===== config.mk =====
export PLATFORM = sky130hd
export DESIGN_NAME = regfile_sb_flat
export DESIGN_NICKNAME = d
export VERILOG_FILES = /design/src/rtl/regfile_sb_if.sv /design/src/rtl/regfile_sb.sv /design/src/flat_wrapper.sv
export SDC_FILE = /design/constraint.sdc
export NUM_CORES = 1
export LEC_CHECK = 0
export ABC_AREA = 1
export ABC_CLOCK_PERIOD_IN_PS = 2100
export CORE_ASPECT_RATIO = 0.7
export CORE_UTILIZATION = 56
export CTS_CLUSTER_DIAMETER = 30
export CTS_CLUSTER_SIZE = 10
export DETAILED_ROUTE_END_ITERATION = 12
export PLACE_DENSITY = 0.76
export SLEW_MARGIN = 20
export SYNTH_ARGS = -nofsm -noshare
export SYNTH_HDL_FRONTEND = slang
export SYNTH_SLANG_ARGS = --single-unit

===== constraint.sdc =====
create_clock -name clk -period 2.1 [get_ports clk]
set_input_delay 0.42 -clock clk [delete_from_list [all_inputs] [get_ports clk]]
set_output_delay 0.42 -clock clk [all_outputs]
set_load 0.005 [all_outputs]

===== src/rtl/regfile_sb_if.sv =====
// Register file port bundle: decode read/alloc, writeback write, debug read.
interface regfile_sb_if #(
  parameter int DATA_W = 8,
  parameter int ADDR_W = 3
);
  logic [ADDR_W-1:0] rd1_addr;
  logic [DATA_W-1:0] rd1_data;
  logic [ADDR_W-1:0] rd2_addr;
  logic [DATA_W-1:0] rd2_data;
  logic              wr_en;
  logic [ADDR_W-1:0] wr_addr;
  logic [DATA_W-1:0] wr_data;
  logic              alloc_en;
  logic [ADDR_W-1:0] alloc_addr;
  logic              hazard;
  logic              ready;
  logic [ADDR_W-1:0] dbg_addr;
  logic [DATA_W-1:0] dbg_data;

  modport master (
    output rd1_addr, rd2_addr, wr_en, wr_addr, wr_data, alloc_en, alloc_addr, dbg_addr,
    input  rd1_data, rd2_data, hazard, ready, dbg_data
  );
  modport slave (
    input  rd1_addr, rd2_addr, wr_en, wr_addr, wr_data, alloc_en, alloc_addr, dbg_addr,
    output rd1_data, rd2_data, hazard, ready, dbg_data
  );
endinterface


===== src/rtl/regfile_sb.sv =====
// 2R/1W register file with sequenced clear, pending-write scoreboard and debug port.
// Optional write-to-read forwarding enabled by defining REGFILE_BYPASS_EN.
module regfile_sb #(
  parameter int DATA_W   = 8,
  parameter int ADDR_W   = 3,
  parameter int ZERO_REG = 0
) (
  input  logic         clk,
  input  logic         reset,
  regfile_sb_if.slave  bus
);
  localparam int DEPTH = 1 << ADDR_W;
  localparam logic [0:0] S_INIT = 1'b0;
  localparam logic [0:0] S_RUN  = 1'b1;
  localparam logic [ADDR_W:0] LAST = (ADDR_W+1)'(DEPTH-1);

  logic [0:0]                   state;
  logic [ADDR_W:0]              init_cnt;
  logic [DEPTH-1:0][DATA_W-1:0] regs;
  logic [DEPTH-1:0]             pending;
  logic                         ready, wr_ok, alloc_ok, byp1, byp2;

  function automatic logic is_zero(input logic [ADDR_W-1:0] a);
    return (ZERO_REG != 0) && (a == '0);
  endfunction

  assign ready    = (state == S_RUN);
  assign wr_ok    = ready & bus.wr_en & ~is_zero(bus.wr_addr);
  assign alloc_ok = ready & bus.alloc_en & ~is_zero(bus.alloc_addr);

`ifdef REGFILE_BYPASS_EN
  // wr_ok already excludes the hard-wired zero register and the INIT phase
  assign byp1 = wr_ok & (bus.wr_addr == bus.rd1_addr);
  assign byp2 = wr_ok & (bus.wr_addr == bus.rd2_addr);
`else
  assign byp1 = 1'b0;
  assign byp2 = 1'b0;
`endif

  always_ff @(posedge clk) begin
    if (reset) begin
      state    <= S_INIT;
      init_cnt <= '0;
    end else if (state == S_INIT) begin
      init_cnt <= init_cnt + (ADDR_W+1)'(1);
      if (init_cnt == LAST) state <= S_RUN;
    end
  end

  // Storage carries no reset: the INIT sweep zeroes every entry before use
  always_ff @(posedge clk) begin
    if (!reset) begin
      if (state == S_INIT) regs[init_cnt[ADDR_W-1:0]] <= '0;
      else if (wr_ok)      regs[bus.wr_addr]          <= bus.wr_data;
    end
  end

  // Alloc is evaluated last so a same-cycle newer producer keeps the bit set
  always_ff @(posedge clk) begin
    if (reset) begin
      pending <= '0;
    end else begin
      if (wr_ok)    pending[bus.wr_addr]    <= 1'b0;
      if (alloc_ok) pending[bus.alloc_addr] <= 1'b1;
    end
  end

  always_comb begin
    bus.rd1_data = '0;
    bus.rd2_data = '0;
    bus.dbg_data = '0;
    if (ready) begin
      if (!is_zero(bus.rd1_addr)) bus.rd1_data = byp1 ? bus.wr_data : regs[bus.rd1_addr];
      if (!is_zero(bus.rd2_addr)) bus.rd2_data = byp2 ? bus.wr_data : regs[bus.rd2_addr];
      bus.dbg_data = regs[bus.dbg_addr];
    end
  end

  assign bus.hazard = ready & ((pending[bus.rd1_addr] & ~byp1) |
                               (pending[bus.rd2_addr] & ~byp2));
  assign bus.ready  = ready;

endmodule


===== src/flat_wrapper.sv =====
// flat-port wrapper written by rule: the top's interface ports become plain ports
module regfile_sb_flat 
#(
  parameter int DATA_W   = 8,
  parameter int ADDR_W   = 3,
  parameter int ZERO_REG = 0
)
  (clk, reset, bus_rd1_addr, bus_rd2_addr, bus_wr_en, bus_wr_addr, bus_wr_data, bus_alloc_en, bus_alloc_addr, bus_dbg_addr, bus_rd1_data, bus_rd2_data, bus_hazard, bus_ready, bus_dbg_data);
  regfile_sb_if #(.DATA_W(DATA_W), .ADDR_W(ADDR_W)) bus_i ();
  input  logic clk;
  input  logic reset;
  input wire logic [$bits(bus_i.rd1_addr)-1:0] bus_rd1_addr;
  input wire logic [$bits(bus_i.rd2_addr)-1:0] bus_rd2_addr;
  input wire logic [$bits(bus_i.wr_en)-1:0] bus_wr_en;
  input wire logic [$bits(bus_i.wr_addr)-1:0] bus_wr_addr;
  input wire logic [$bits(bus_i.wr_data)-1:0] bus_wr_data;
  input wire logic [$bits(bus_i.alloc_en)-1:0] bus_alloc_en;
  input wire logic [$bits(bus_i.alloc_addr)-1:0] bus_alloc_addr;
  input wire logic [$bits(bus_i.dbg_addr)-1:0] bus_dbg_addr;
  output wire logic [$bits(bus_i.rd1_data)-1:0] bus_rd1_data;
  output wire logic [$bits(bus_i.rd2_data)-1:0] bus_rd2_data;
  output wire logic [$bits(bus_i.hazard)-1:0] bus_hazard;
  output wire logic [$bits(bus_i.ready)-1:0] bus_ready;
  output wire logic [$bits(bus_i.dbg_data)-1:0] bus_dbg_data;
  assign bus_i.rd1_addr = bus_rd1_addr;
  assign bus_i.rd2_addr = bus_rd2_addr;
  assign bus_i.wr_en = bus_wr_en;
  assign bus_i.wr_addr = bus_wr_addr;
  assign bus_i.wr_data = bus_wr_data;
  assign bus_i.alloc_en = bus_alloc_en;
  assign bus_i.alloc_addr = bus_alloc_addr;
  assign bus_i.dbg_addr = bus_dbg_addr;
  assign bus_rd1_data = bus_i.rd1_data;
  assign bus_rd2_data = bus_i.rd2_data;
  assign bus_hazard = bus_i.hazard;
  assign bus_ready = bus_i.ready;
  assign bus_dbg_data = bus_i.dbg_data;
  regfile_sb #(.DATA_W(DATA_W), .ADDR_W(ADDR_W), .ZERO_REG(ZERO_REG)) u_core (.clk(clk), .reset(reset), .bus(bus_i));
endmodule

=== Yosys cells after proc, flatten, opt, wreduce, memory -nomap -nowiden ===
Cells that the tools add are included.

* $add $sub $neg: 1
* $lt $le $gt $ge: 9
* Equal/unequal tests: 2
* Muxes and demuxes: 29
* Bitwise operators: 10
* Reductions and logical operators: 4

{| class="wikitable"
|+ Operator list
! cell !! number
|-
| 64-bit 2-to-1 mux || 2
|-
| 8-bit 2-to-1 mux || 11
|-
| 8-bit binary-select mux with 3-bit select || 3
|-
| 64-bit AND || 1
|-
| 64-bit bitwise mux || 1
|-
| 64-bit inverter || 1
|-
| 8-bit demux with 3-bit select || 2
|-
| 3-bit by 4-bit < comparator with 1-bit output (second input constant) || 6
|-
| 3-bit by 1-bit >= comparator with 1-bit output (second input constant) || 3
|-
| 8-bit AND || 1
|-
| 8-bit inverter || 1
|-
| 8-bit OR || 1
|-
| 1-bit binary-select mux with 3-bit select || 2
|-
| 1-bit demux with 3-bit select || 2
|-
| 1-bit 2-to-1 mux || 6
|-
| 4-bit by 1-bit adder with 4-bit output (second input constant) || 1
|-
| 4-bit by 3-bit equality test with 1-bit output (second input constant) || 1
|-
| 1-bit AND || 3
|-
| 1-bit logical AND || 3
|-
| 2-bit != test (second input constant) || 1
|-
| 2-bit AND reduction || 1
|-
| 1-bit inverter || 1
|-
| 1-bit OR || 1
|}

* Flip-flop bits (word level): 77
* Input port bits: 27
* Output and inout bits: 26
* Logic and storage cells: 66

=== Logic depth before layout (Yosys ltp) ===
* Word-level depth: 10
* Gate-level depth with buffers: 9
* Mapped depth without buffers: 7

=== Worst setup path before layout ===
Ideal clock, no wire load.

* Path kind: register to register
* Start point: register u_core.state (netlist: u_core.bus.ready)
* End point: register u_core.regs[0] in the netlist's numbering (enable)
* Setup time: 375 ps
* Arrival time: 1263 ps
* Data required time: 1725 ps
* Path slack: 461 ps
* Stages on the path, launching flop included: 5
* Path buffers: 3
* Clock period less this slack: 1639 ps
* Cell sequence: dfxtp_1 buf_2 buf_2 buf_2 a21oi_1

* Cells in the longest elaborated chain, start to end: 3

{| class="wikitable"
|+ RTL lines
! item !! RTL line !! text
|-
| start: declaration || regfile_sb.sv:17 || <nowiki>logic [0:0] state;</nowiki>
|-
| start signal: assignment || regfile_sb.sv:42 || <nowiki>state <= S_INIT;</nowiki>
|-
| start signal: assignment || regfile_sb.sv:46 || <nowiki>if (init_cnt == LAST) state <= S_RUN;</nowiki>
|-
| 1-bit AND || regfile_sb.sv:28 || <nowiki>assign wr_ok = ready & bus.wr_en & ~is_zero(bus.wr_addr);</nowiki>
|-
| 2-bit != test (no source line) * || - ||
|-
| 2-bit AND reduction (no source line) * || - ||
|-
| end signal: indexed assignment || regfile_sb.sv:54 || <nowiki>else if (wr_ok) regs[bus.wr_addr] <= bus.wr_data;</nowiki>
|-
| end: declaration || regfile_sb.sv:19 || <nowiki>logic [DEPTH-1:0][DATA_W-1:0] regs;</nowiki>
|}

Mark *: on every way between the ends. The rest lies on a longest branch, timed or not.
A chain may end at the register's enable or synchronous reset.

=== Worst setup path after layout ===
* Start point: register u_core.regs[10] in the netlist's numbering
* End point: output port bus_dbg_data[2]

* Cells in the longest elaborated chain, start to end: 3

{| class="wikitable"
|+ RTL lines
! item !! RTL line !! text
|-
| 8-bit binary-select mux with 3-bit select || regfile_sb.sv:75 || <nowiki>bus.dbg_data = regs[bus.dbg_addr];</nowiki>
|-
| 8-bit 2-to-1 mux (not written as such) || regfile_sb.sv:75 ||
|-
| 8-bit 2-to-1 mux || regfile_sb.sv:72 || <nowiki>if (ready) begin</nowiki>
|-
| end: declaration || flat_wrapper.sv:24 || <nowiki>output wire logic [$bits(bus_i.dbg_data)-1:0] bus_dbg_data;</nowiki>
|}

Every way passes these cells. The select of a mux whose other input is x is not followed.

==> results.md <==
* Outcome: finished clean
* Die H at 83.5 um
* Dpl cells at 882
* Worst R2R Setup Slack at 0.28 ns
* Startpoint type of the worst setup path: flip-flop
* Remaining Overflow, GRT at 0
* GRT Util Overall at 0.419
* Vias per inst at 6.70
* CTS Root Cell: clkbuf_16
* Max cap viols at 0
* H-tree lvl count at 3
* Hpwl dp at 13.9 mm
* Antenna violations before repair at 0
* Final Max Tran Viols at 0
* Number of library cell types mapped by synthesis at 27
* Clock power share at 0.398
* First-pass GRT wire length at 31.1 mm
* CTS Buf Count at 9
* Die Wd at 118 um
* Max Fclk at 0.485 GHz
* DR iter-0 viols at 1103
* Nets at 806
* Syn_area_per_cell at 7.38 sq um
* Synth area leader: edfxtp_1
* Unrepaired setup endpoints after global routing: no
* I/O pins at 53
* Critical Path Sink Type: output port
* ANT cells at 0
* Syn Inst Count at 721
* Remaining DRCs at 0
* Area growth, synth to finish at 24.5%
* Final hold violation count at 0
* Top-area cell type share of the netlist area at 0.361
* Post-route ant nets at 0
* Worst Tran Pin Value at 0.655 ns
* Static Leakage at 2.70 nW
* Pre-antenna DRT Iters at 9
* R2R depth at 6
* Layout cell share with drive strength beyond 1 at 0.142
* Sink Count at 77
* Most frequent cell after synthesis: nand2_1
* Max IR drop VDD at 0.524 mV
* Total power at 4.75 mW
* Switching Fraction at 0.274
* Routed WL per cell at 22.3 um
* Met3 wire len at 3.32 mm
* Post-synthesis cell area at 5320 sq um
* Final wirelength at 20.3 mm
* Synth async-reset ratio at 0
* Largest net degree at the start of global routing at 52
* WS Path Type: reg -> out
* Port bufs at 52
* Top cells by area, synth: edfxtp_1 36%, o21ai_0 10%, nand2_1 9.1%
* CTS Buffer Depth at 2
* Initial Util at 0.582
* Slew margin rel. at 0.561
* Clock slew at reported path FFs at 0.06 ns
* Synth Flop Type: edfxtp_1
* Post-synthesis sequential area ratio at 0.410
* Clock latency on the worst-skew pair at 0.34 ns
* Combinational fraction of design power at 0.189
* Switching power summed over all nets at 1.30 mW
* Final setup skew at 0.00617 ns
* WP data arrival at 1.64 ns
* Vias in the first global route at 5485
* Metal2 WL at 8.30 mm
* Data required time of the critical path at 1.68 ns
* Synth Register Bits at 77
* Pint at 3.45 mW
* FP Rows at 29
* Finished Layout Cells at 907
* Final setup violation count at 0
* Flop pwr share at 0.412
* Placer congestion estimate at 1.02
* Yosys warnings at 0
* Highest metal layer with signal wires: met4
* Post-Syn Nets at 749
* Placeable Area at 9140 sq um
* Power Dens Cells at 718 nW/um^2
* CTS tree: built
* Final design utilization at 0.724
* EDFF count, synth at 64
* Commonest cells post-synth: 129 x nand2_1, 108 x o21ai_0, 89 x a21oi_1
* Period utilization at 0.981
* Hold buffer count at CTS at 0
* M1 wire length at 7.82 mm
* Worst Hold Class: reg -> reg
* Vias post-DR at 6076
* WHS Path Cells at 2
* Worst Path Max Fanout at 4
* Tmin final at 2.06 ns
* Die area at 9900 sq um
==> placed cells by master (no fill, tap or decap), drive strengths merged <==
cell / n
nand4: 8
clkbuf: 13
dlygate4sd2: 25
a21oi: 89
buf: 48
a211oi: 1
nor2: 57
clkinv: 1
clkdlybuf4s50: 18
nand2: 129
nor3: 7
bufinv: 4
clkinvlp: 1
or2: 1
edfxtp: 64
nand3b: 1
dfxtp: 13
inv: 55
bufbuf: 3
o21bai: 1
o32ai: 15
clkdlybuf4s15: 1
o21ai: 115
o22ai: 17
nand3: 71
o211ai: 24
ha: 1
==> logic make-up (layout without fill, tap and decap cells) <==
kind of cell               Yosys count  in the layout  synth area share
AOI/OAI and AO/OA                  262            262             0.274
adders and majority gates            1              1           0.00235
buffers and inverters              107            169            0.0920
DFF                                 77             77             0.410
and+or+nand+nor                    274            274             0.221
==> sequential cells by signal, indices dropped and copies added (netlist names) <==
| register | cells |
|---|---|
| u_core.init_cnt | 4 |
| u_core.bus.ready | 1 |
| u_core.pending | 8 |
| u_core.regs | 64 |
==> area by class of cell <==
type	instances	area, sq um
inverter	55	214
multi-input combinational	537	2660
clock inverter	6	136
fill	734	2520
sequential	77	2180
clock buffer	10	229
tap	124	155
timing repair buffer	98	1040
==> what timing repair did <==
item | CTS | global route
setup buffers | 3 | 0
gates resized for setup | 92 | 13
setup endpoints to repair | 25 | 10
pin swaps | 3 | 1
cloned | 6 | 0
==> per-stage QoR <==
stage / setup TNS, ns / hold slack (ns) / setup slack [ns] / instance area, sq um
after floorplan: 0 / 0.458 / 0.461 / 5320
after global placement: -11.74 / 0.477 / -0.521 / 6100
after detailed placement: -12.45 / 0.483 / -0.623 / 6100
after CTS: 0 / 0.491 / 0.0618 / 6620
after global routing: 0 / 0.519 / 0.00272 / 6620
final: 0 / 0.494 / 0.0394 / 6620
==> metal layers <==
layer  global-route usage  up-vias
met5                    0        -
met4                0.171        0
met3                0.132       88
met2                0.606      527
met1                0.580     2770
li1                     -     2691
==> critical path, cell delays in order, from the launching register on <==
cell	delay, ns
edfxtp_1	0.39
inv_1	0.18
a21oi_1	0.09
o21ai_0	0.11
nand2_1	0.08
nor2_1	0.11
nor2_1	0.07
dlygate4sd2_1	0.27
==> power by group through the flow <==
stage	combinational (mW)	sequential (mW)	clock, mW
after floorplan	0.537	1.90	0
after global placement	0.772	1.96	0
after detailed placement	0.797	1.97	0
after CTS	0.861	1.94	1.89
after global routing	0.965	1.96	1.95
final	0.899	1.96	1.89
==> final timing paths <==
kind | start | endpoint
worst max-delay path | u_core.regs[10] | bus_dbg_data[2]
worst min register to register | u_core.init_cnt[3] | u_core.init_cnt[3]
worst min-delay path | u_core.init_cnt[3] | u_core.init_cnt[3]
worst max register to register | u_core.bus.ready | u_core.regs[54]
Power figures use the tool's default switching activity.
==> edit: new RTL, same settings <==
`DATA_W` is set to 8 in 3 places; all go to 7.
--- a/src/rtl/regfile_sb_if.sv
+++ b/src/rtl/regfile_sb_if.sv
@@ -2,3 +2,3 @@
 interface regfile_sb_if #(
-  parameter int DATA_W = 8,
+  parameter int DATA_W = 7,
   parameter int ADDR_W = 3
--- a/src/rtl/regfile_sb.sv
+++ b/src/rtl/regfile_sb.sv
@@ -3,3 +3,3 @@
 module regfile_sb #(
-  parameter int DATA_W   = 8,
+  parameter int DATA_W   = 7,
   parameter int ADDR_W   = 3,
--- a/src/flat_wrapper.sv
+++ b/src/flat_wrapper.sv
@@ -3,3 +3,3 @@
 #(
-  parameter int DATA_W   = 8,
+  parameter int DATA_W   = 7,
   parameter int ADDR_W   = 3,
Ports: changed (resized bus_dbg_data, bus_rd1_data, bus_rd2_data and bus_wr_data); port bits go from 53 to 49. No check against the original RTL was run, so the function may have changed too.
==> edit against the unedited design <==
  * Sequential cell count shrank 8
  * Via count shrank 11%
  * Worst setup slack lost 0.012 ns
  * Wire length shrank 14%
  * Final area shrank 7.4%
  * Maximum frequency shrank 0.58%
  * Clock power shrank 16%
  * Power shrank 12%
  * Combinational power shrank 6.8%
  * Critical path depth is the same
  * Area after synthesis shrank 8.4%
  * Final cell count shrank 7.3%
  * Register-to-register slack gained 0.02 ns
  * Core utilization grew 0.24 points
  * Largest cell class unchanged
  * Largest power group unchanged
  * Highest routed layer unchanged
==> edit: results (changes against the unedited design) <==
largest stage delay on the critical path -> 0.36 ns (-0.03 ns)
largest net degree at the start of global routing -> 48 (-7.7%)
DR vias -> 5433 (-11%)
hpwl dp -> 11900 um (-14%)
# placed instances -> 812 (-7.9%)
Setup crit start -> u_core.regs[7]
Hold Path Sink -> u_core.init_cnt[3]
WL/cell -> 20.8 um (-7.0%)
Clock Path Buffers -> 2 (unchanged)
Min-Delay Startpoint -> u_core.init_cnt[3]
synth cell count leaders -> nand2_1, o21ai_0, a21oi_1, nand3_1, edfxtp_1
total track usage -> 38.8% (-3.1 points)
VDD IR max -> 0.000684 V (+30%)
initial drt markers -> 885 (-20%)
post-CTS resize count -> 64 (-30%)
Final GP Congestion -> 0.955 (-6.4%)
Pre-Repair DR Iteration Count -> 6 (-3)
ratio of cells with drive above 1 in the final layout -> 15.7% (+1.5 points)
port buffer count -> 48 (-7.7%)
Mapped Cells -> 647 (-10%)
Leak -> 2.47 nW (-8.4%)
Inserted Clock Buffers -> 9 (unchanged)
slew margin rel. -> 64.3% (+8.2 points)
post-synth top area share -> 34.5% (-1.6 points)
Final #Nets -> 743 (-7.8%)
Final Skew -> 0.00338 ns (-0.00280 ns)
syn_nets -> 674 (-10%)
FF-to-FF setup slack -> 0.30 ns (+0.02 ns)
vias in the first global route -> 4676 (-15%)
Reg2Reg Depth -> 3 (-3)
Internal Power -> 0.00300 W (-13%)
biggest registers after layout -> u_core.regs (56), u_core.pending (8), u_core.init_cnt (4)
antenna violations before repair -> 0 (unchanged)
first-pass GRT wire length -> 26100 um (-16%)
Via density -> 6.46 (-3.6%)
post-CTS setup buffers -> 7 (+4)
post-synth cell types -> 32 (+19%)
clock-pin slew on the worst setup and hold paths -> 0.05 ns
status -> completed
EDFF count, synth -> 56 (-13%)
sequential area share after synthesis -> 39.8% (-1.2 points)
crit path to -> bus_dbg_data[0]
Synth area leaders -> edfxtp_1, nand2_1, o21ai_0
CP top delay family -> buffers and inverters
Synth Flop Type -> edfxtp_1
r2r endpoint -> u_core.regs[40]
[edit: power groups by stage]
stage	Sequential [W]	Clock, W	Combinational [W]
2_1_floorplan	0.00169	0	0.000506
3_3_place_gp	0.00175	0	0.000713
3_5_place_dp	0.00175	0	0.000733
4_1_cts	0.00173	0.00158	0.000799
5_1_grt	0.00175	0.00164	0.000904
6_report	0.00174	0.00158	0.000838
[edit: cells by family after synthesis]
kind of cell,after synthesis,share of synthesized area (%)
adders and majority gates,1,0.257
buffers and inverters,94,10.5
AOI/OAI and AO/OA,233,26.7
and+or+nand+nor,250,22.7
DFF,69,39.8
[edit: worst reg2reg max path, delay by kind of cell, from the launching register on]
family	cells	cell delay, ns
AND/OR/NAND/NOR	1	0.38
buffers and inverters	1	0.38
flip-flops	1	0.54
AO/OA/AOI/OAI	1	0.32
[edit: area by class of cell]
| type | count | area, um2 |
|---|---|---|
| Sequential cell | 69 | 1950 |
| Tap cell | 120 | 150 |
| Clock buffer | 12 | 236 |
| Fill cell | 674 | 2310 |
| Clock inverter | 4 | 72.6 |
| Timing Repair Buffer | 101 | 1060 |
| Multi-Input combinational cell | 484 | 2460 |
| Inverter | 51 | 211 |
[edit: layer usage]
metal / part of all wire, % / wire (um) / GRT usage, %
met4: 2.2 / 379 / 11.7
met2: 42 / 7320 / 54.1
met5: 0 / 0 / 0
met1: 40 / 7020 / 56.6
met3: 16 / 2760 / 12.1
[edit: metrics by stage]
stage	setup slack, ns	instance area, um2	hold slack [ns]	util (%)	TNS, ns
finish	0.0274	6130	0.501	72.6	0
CTS	0.0136	6110	0.504	72.4	0
floorplan	0.563	4870	0.458	-	0
global route	-0.0588	6130	0.522	72.6	-0.110
global placement	-0.528	5610	0.479	66.5	-10.50
detailed placement	-0.553	5610	0.496	66.5	-11.20
